File: src/rtl/gate_tt_pkg.sv
// gate_tt_pkg: shared state encoding and reference truth tables for the gate scanner.
package gate_tt_pkg;
   typedef enum logic [1:0] {ST_IDLE, ST_SETTLE, ST_DONE} state_e;
   localparam logic [3:0] TT_AND  = 4'b1000;
   localparam logic [3:0] TT_OR   = 4'b1110;
   localparam logic [3:0] TT_XOR  = 4'b0110;
   localparam logic [3:0] TT_NAND = 4'b0111;
endpackage

File: src/rtl/gate_tt_timer.sv
// gate_tt_timer: loadable down-counter; expire_o is high on the last cycle a vector is held.
module gate_tt_timer #(
   parameter int SETTLE = 2
) (
   input  logic clk,
   input  logic rst,
   input  logic load_i,
   output logic expire_o
);
   localparam int W = $clog2(SETTLE + 1);
   localparam logic [W-1:0] LOAD = W'(SETTLE - 1);
   logic [W-1:0] cnt_q;
   always_ff @(posedge clk) begin
      if (rst) cnt_q <= '0;
      else if (load_i) cnt_q <= LOAD;
      else if (cnt_q != '0) cnt_q <= cnt_q - W'(1);
   end
   assign expire_o = (cnt_q == '0);
endmodule

File: src/rtl/gate_tt_scanner.sv
// gate_tt_scanner: sweeps a 2-input gate through all vectors and checks its truth table.
module gate_tt_scanner
   import gate_tt_pkg::*;
#(
   parameter int SETTLE = 2,
   parameter int ERR_W  = 8
) (
   input  logic             clk,
   input  logic             rst,
   input  logic             start,
   input  logic             cont,
   input  logic             stop,
   input  logic [3:0]       exp_tt,
   output logic             gate_a,
   output logic             gate_b,
   input  logic             gate_y,
   output logic             busy,
   output logic             done,
   output logic [3:0]       tt,
   output logic             pass,
   output logic [ERR_W-1:0] err_cnt
);
   state_e     state_q;
   logic [1:0] idx_q;
   logic       cont_q, stop_q, expire, load;
   logic [3:0] exp_q, work_q, work_d;
   always_comb begin
      work_d = work_q;
      work_d[idx_q] = gate_y;
   end
   assign load = (state_q == ST_IDLE && start)
              || (state_q == ST_SETTLE && expire && idx_q != 2'd3)
              || (state_q == ST_DONE && cont_q && !(stop_q || stop));
   gate_tt_timer #(.SETTLE(SETTLE)) u_timer (
      .clk      (clk),
      .rst      (rst),
      .load_i   (load),
      .expire_o (expire)
   );
   // idx is forced back to 0 outside SETTLE so the gate pins can follow it directly.
   assign gate_a = idx_q[0];
   assign gate_b = idx_q[1];
   always_ff @(posedge clk) begin
      if (rst) begin
         state_q <= ST_IDLE;
         idx_q   <= '0;
         cont_q  <= 1'b0;
         stop_q  <= 1'b0;
         exp_q   <= '0;
         work_q  <= '0;
         busy    <= 1'b0;
         done    <= 1'b0;
         tt      <= '0;
         pass    <= 1'b0;
         err_cnt <= '0;
      end else begin
         case (state_q)
            ST_IDLE: if (start) begin
               state_q <= ST_SETTLE;
               idx_q   <= '0;
               busy    <= 1'b1;
               cont_q  <= cont;
               exp_q   <= exp_tt;
               err_cnt <= '0;
               stop_q  <= 1'b0;
            end
            ST_SETTLE: begin
               if (stop) stop_q <= 1'b1;
               if (expire) begin
                  work_q <= work_d;
                  idx_q  <= (idx_q == 2'd3) ? 2'd0 : idx_q + 2'd1;
                  if (idx_q == 2'd3) begin
                     state_q <= ST_DONE;
                     done    <= 1'b1;
                     tt      <= work_d;
                     pass    <= (work_d == exp_q);
                     if (work_d != exp_q && err_cnt != '1) err_cnt <= err_cnt + ERR_W'(1);
                  end
               end
            end
            ST_DONE: begin
               done    <= 1'b0;
               if (stop) stop_q <= 1'b1;
               state_q <= (cont_q && !(stop_q || stop)) ? ST_SETTLE : ST_IDLE;
               busy    <= cont_q && !(stop_q || stop);
            end
            default: state_q <= ST_IDLE;
         endcase
      end
   end
endmodule

File: config.mk
export PLATFORM = sky130hd
export DESIGN_NAME = gate_tt_scanner
export DESIGN_NICKNAME = d
export VERILOG_FILES = /design/src/rtl/gate_tt_pkg.sv /design/src/rtl/gate_tt_timer.sv /design/src/rtl/gate_tt_scanner.sv
export SDC_FILE = /design/constraint.sdc
export NUM_CORES = 1
export LEC_CHECK = 0
export ABC_AREA = 1
export BUFFER_PORTS_ARGS = -buffer_cell sky130_fd_sc_hd__buf_2
export CORE_UTILIZATION = 40
export DETAILED_ROUTE_END_ITERATION = 10
export GPL_TIMING_DRIVEN = 0
export PLACE_DENSITY = 0.57
export SLEW_MARGIN = 25
export SYNTH_ARGS = -nofsm -noshare
export SYNTH_HDL_FRONTEND = slang
export SYNTH_SLANG_ARGS = --single-unit
File: constraint.sdc
create_clock -name clk -period 2.1 [get_ports clk]
set_clock_uncertainty 0.2 [all_clocks]
set_input_delay 0.525 -clock clk [delete_from_list [all_inputs] [get_ports clk]]
set_output_delay 0.525 -clock clk [all_outputs]
set_load 0.01 [all_outputs]
==> reports/qor.yml <==
status:
  status: "complete, no violations"
synthesis:
  synth_compound_area_frac: 0.175
  synthesis.area_um2: 1720
  synth_seq_cells: 31
  yosysWarnings: 0
  synthSimpleGateAreaFrac: 0.280
  synth-xor-area-share: 0.00510
  synthDistinctLibCells: 28
  synthAdderAreaFrac: 0.0728
  synth_nets: 257
  synth_top_family_by_area: "simple AND/OR/NAND/NOR gates"
  synthMuxAreaShare: 0
  ys_seq_area_frac: 0.361
  syn_avg_cell_area_um2: 7.25
  synthCells: 237
worst_setup_path:
  end_kind: "flop"
  max_stage_delay_ns: 0.36
  startpoint_type: "flop"
  cp.arrival_ns: 1.94
  path_depth: 11
  critPathCapture: "err_cnt[5]"
  slowest_stage: "dfxtp_2"
  crit_path_start: "state_q[1]"
  reg2reg_to: "err_cnt[5]"
  crit_path_max_fanout: 10
  crit_buf_inv: 5
  crit_family: "buffers and inverters"
  worstPathRequired_ns: 2.11
  rrSetupSlack_ns: 0.17
  crit_type: "flop to flop"
  crit_chain: "inv_1 -> ha_1 -> buf_6 -> clkinv_2 -> nand2_1 -> a21oi_2 -> inv_2 -> nor2_4 -> buf_6 -> nand3_2 -> a21oi_2"
  ff2ff_path_depth: 11
  worstReg2RegStart: "state_q[1]"
global_routing:
  grt_max_degree: 11
  track_usage: 0.182
  grt_antenna_before_repair: 0
  grt_overflow: 0
  grt_pass1_wl_um: 6090
  grt_pass1_vias: 1315
clock_network:
  cts_buffer_depth: 2
  cts_tree: "yes"
  cts_made_buffers: 5
  root_buffer: "clkbuf_8"
  clk_latency_ns: 0.28
  numClockSinks: 31
  cts.reportedPaths.clkPinSlew_ns: 0.06
  htree_levels: 2
timing:
  finalHoldViolations: 0
  grt_setup_unrepaired: "no"
  drv_slew: 0
  layout_setup_ws_ns: 0.171
  period_needed_ns: 1.93
  worst_slew_pin_slew_ns: 0.489
  slew_headroom: 0.674
  setup_tns_ns: 0
  min_period_over_period: 0.919
  fmax_mhz: 518
  finalSetupViolCount: 0
route:
  ant_nets: 0
  via_per_inst: 4.84
  first_iter_violations: 49
  vias: 1564
  wire_per_inst_um: 11.3
  wl_um: 3650
  dr.pass1.iters: 4
  drcViolationCount: 0
die:
  dieHeight_um: 67.5
  io_pins: 27
  initial_utilization: 0.423
  core_um2: 4060
  die_x_um: 67.5
  rows: 23
  dieArea_um2: 4560
power_and_ir_drop:
  p_leak_nw: 0.947
  peakVddDrop_mv: 0.555
  powerDensity_nw_per_um2: 929
placement:
  dp.final_hpwl_um: 2710
  placed_cells: 313
  io_buffers: 26
  gp_congestion: 0.788
  pre_cts_ws_ns: 0.0768
final_layout:
  nets: 292
  layout-drive-gt1-share: 0.253
  area_growth_pct: 18.4
  final_util: 0.501
  diodes: 0
  finalNonFillerCells: 323
run:
  cap_violations: 0
min_path:
  hp-class: "flop to flop"
cell families after synthesis:
group	count (synthesis)
fa+ha+maj	10
flops	31
simple gates	103
compound gates	52
buf+inv	40
xor+xnor	1
synthesized netlist by cell type, drive strengths merged:
cell type  instances  area, um2
nand2             54        223
inv               33        124
dfxtp             31        621
a21oi             30        169
nor2              23       98.8
nand3             18        110
o21ai             15       75.1
ha                10        125
a211oi             4       30.0
buf                4       45.0
nand3b             3       22.5
nor3               3       15.0
clkbuf             2       7.51
a311oi             1       8.76
a31oi              1       6.26
clkinv             1       5.00
nand4              1       6.26
o2111a             1       11.3
or2                1       6.26
xor2               1       8.76
area by class of cell:
| cell class | count | area (um2) |
|---|---|---|
| Fill cell | 407 | 2020 |
| Tap cell | 50 | 62.6 |
| Timing Repair Buffer | 28 | 145 |
| Clock buffer | 8 | 100 |
| Inverter | 34 | 129 |
| Sequential cell | 31 | 624 |
| Multi-Input combinational cell | 166 | 921 |
| Buffer | 6 | 52.6 |
metal layers:
| layer | part of all wire | up-vias | global-route usage |
|---|---|---|---|
| met4 | 0.014 | 0 | 0.0638 |
| met2 | 0.46 | 29 | 0.270 |
| met5 | 0 | - | 0 |
| met3 | 0.047 | 6 | 0.0557 |
| li1 | - | 841 | - |
| met1 | 0.48 | 688 | 0.246 |
sequential cells by signal (all words and copies together) (netlist names):
signal	count
busy	1
cont_q	1
done	1
err_cnt	8
exp_q	4
idx_q	2
pass	1
state_q	2
stop_q	1
tt	4
u_timer.cnt_q	2
work_q	4
through the flow:
step	total power (W)	hold WS [ns]	area, um2
2_1_floorplan	0.00121	0.226	1720
5_1_grt	0.00204	0.275	2030
3_5_place_dp	0.00137	0.242	1910
4_1_cts	0.00190	0.250	2010
3_3_place_gp	0.00136	0.239	1910
6_report	0.00189	0.242	2030
what timing repair did:
item | CTS | global route
buffers inserted | 0 | 2
setup endpoints to repair | 0 | 9
hold buffers | 0 | 0
gates resized for setup | 0 | 6
worst register-to-register path, cell delays in order (launching register included):
cell and delay [ns]:
dfxtp_2 0.36, inv_1 0.06, ha_1 0.19, buf_6 0.15, clkinv_2 0.10, nand2_1 0.07, a21oi_2 0.13, inv_2 0.07
nor2_4 0.15, buf_6 0.18, nand3_2 0.09, a21oi_2 0.12
worst min path at each step:
| stage | from | end | cells past startpoint | slack (ns) |
|---|---|---|---|---|
| after floorplan | work_q[3] | work_q[3] | 2 | 0.23 |
| after global placement | tt[3] | tt[3] | 2 | 0.24 |
| after detailed placement | tt[3] | tt[3] | 2 | 0.24 |
| after CTS | tt[3] | tt[3] | 2 | 0.25 |
| after global routing | work_q[3] | work_q[3] | 2 | 0.27 |
| final | tt[3] | tt[3] | 2 | 0.24 |
layout by cell type (no fill, tap or decap), drive strengths merged:
master / synthesis / routed
a211oi: 4 / 4
a21oi: 30 / 30
a311oi: 1 / 1
a31oi: 1 / 1
buf: 4 / 32
clkbuf: 2 / 10
clkinv: 1 / 1
dfxtp: 31 / 31
ha: 10 / 10
inv: 33 / 33
nand2: 54 / 54
nand3: 18 / 18
nand3b: 3 / 3
nand4: 1 / 1
nor2: 23 / 23
nor3: 3 / 3
o2111a: 1 / 1
o21ai: 15 / 15
or2: 1 / 1
xor2: 1 / 1
report_power, final:
group | leakage, nW | internal [W] | total, W | switching, W
clock | 0.0515 | 0.000299 | 0.000518 | 0.000219
sequential | 0.255 | 0.000668 | 0.000736 | 0.0000680
combinational | 0.640 | 0.000258 | 0.000636 | 0.000377
Note: power is estimated with default switching activity, not from simulation.
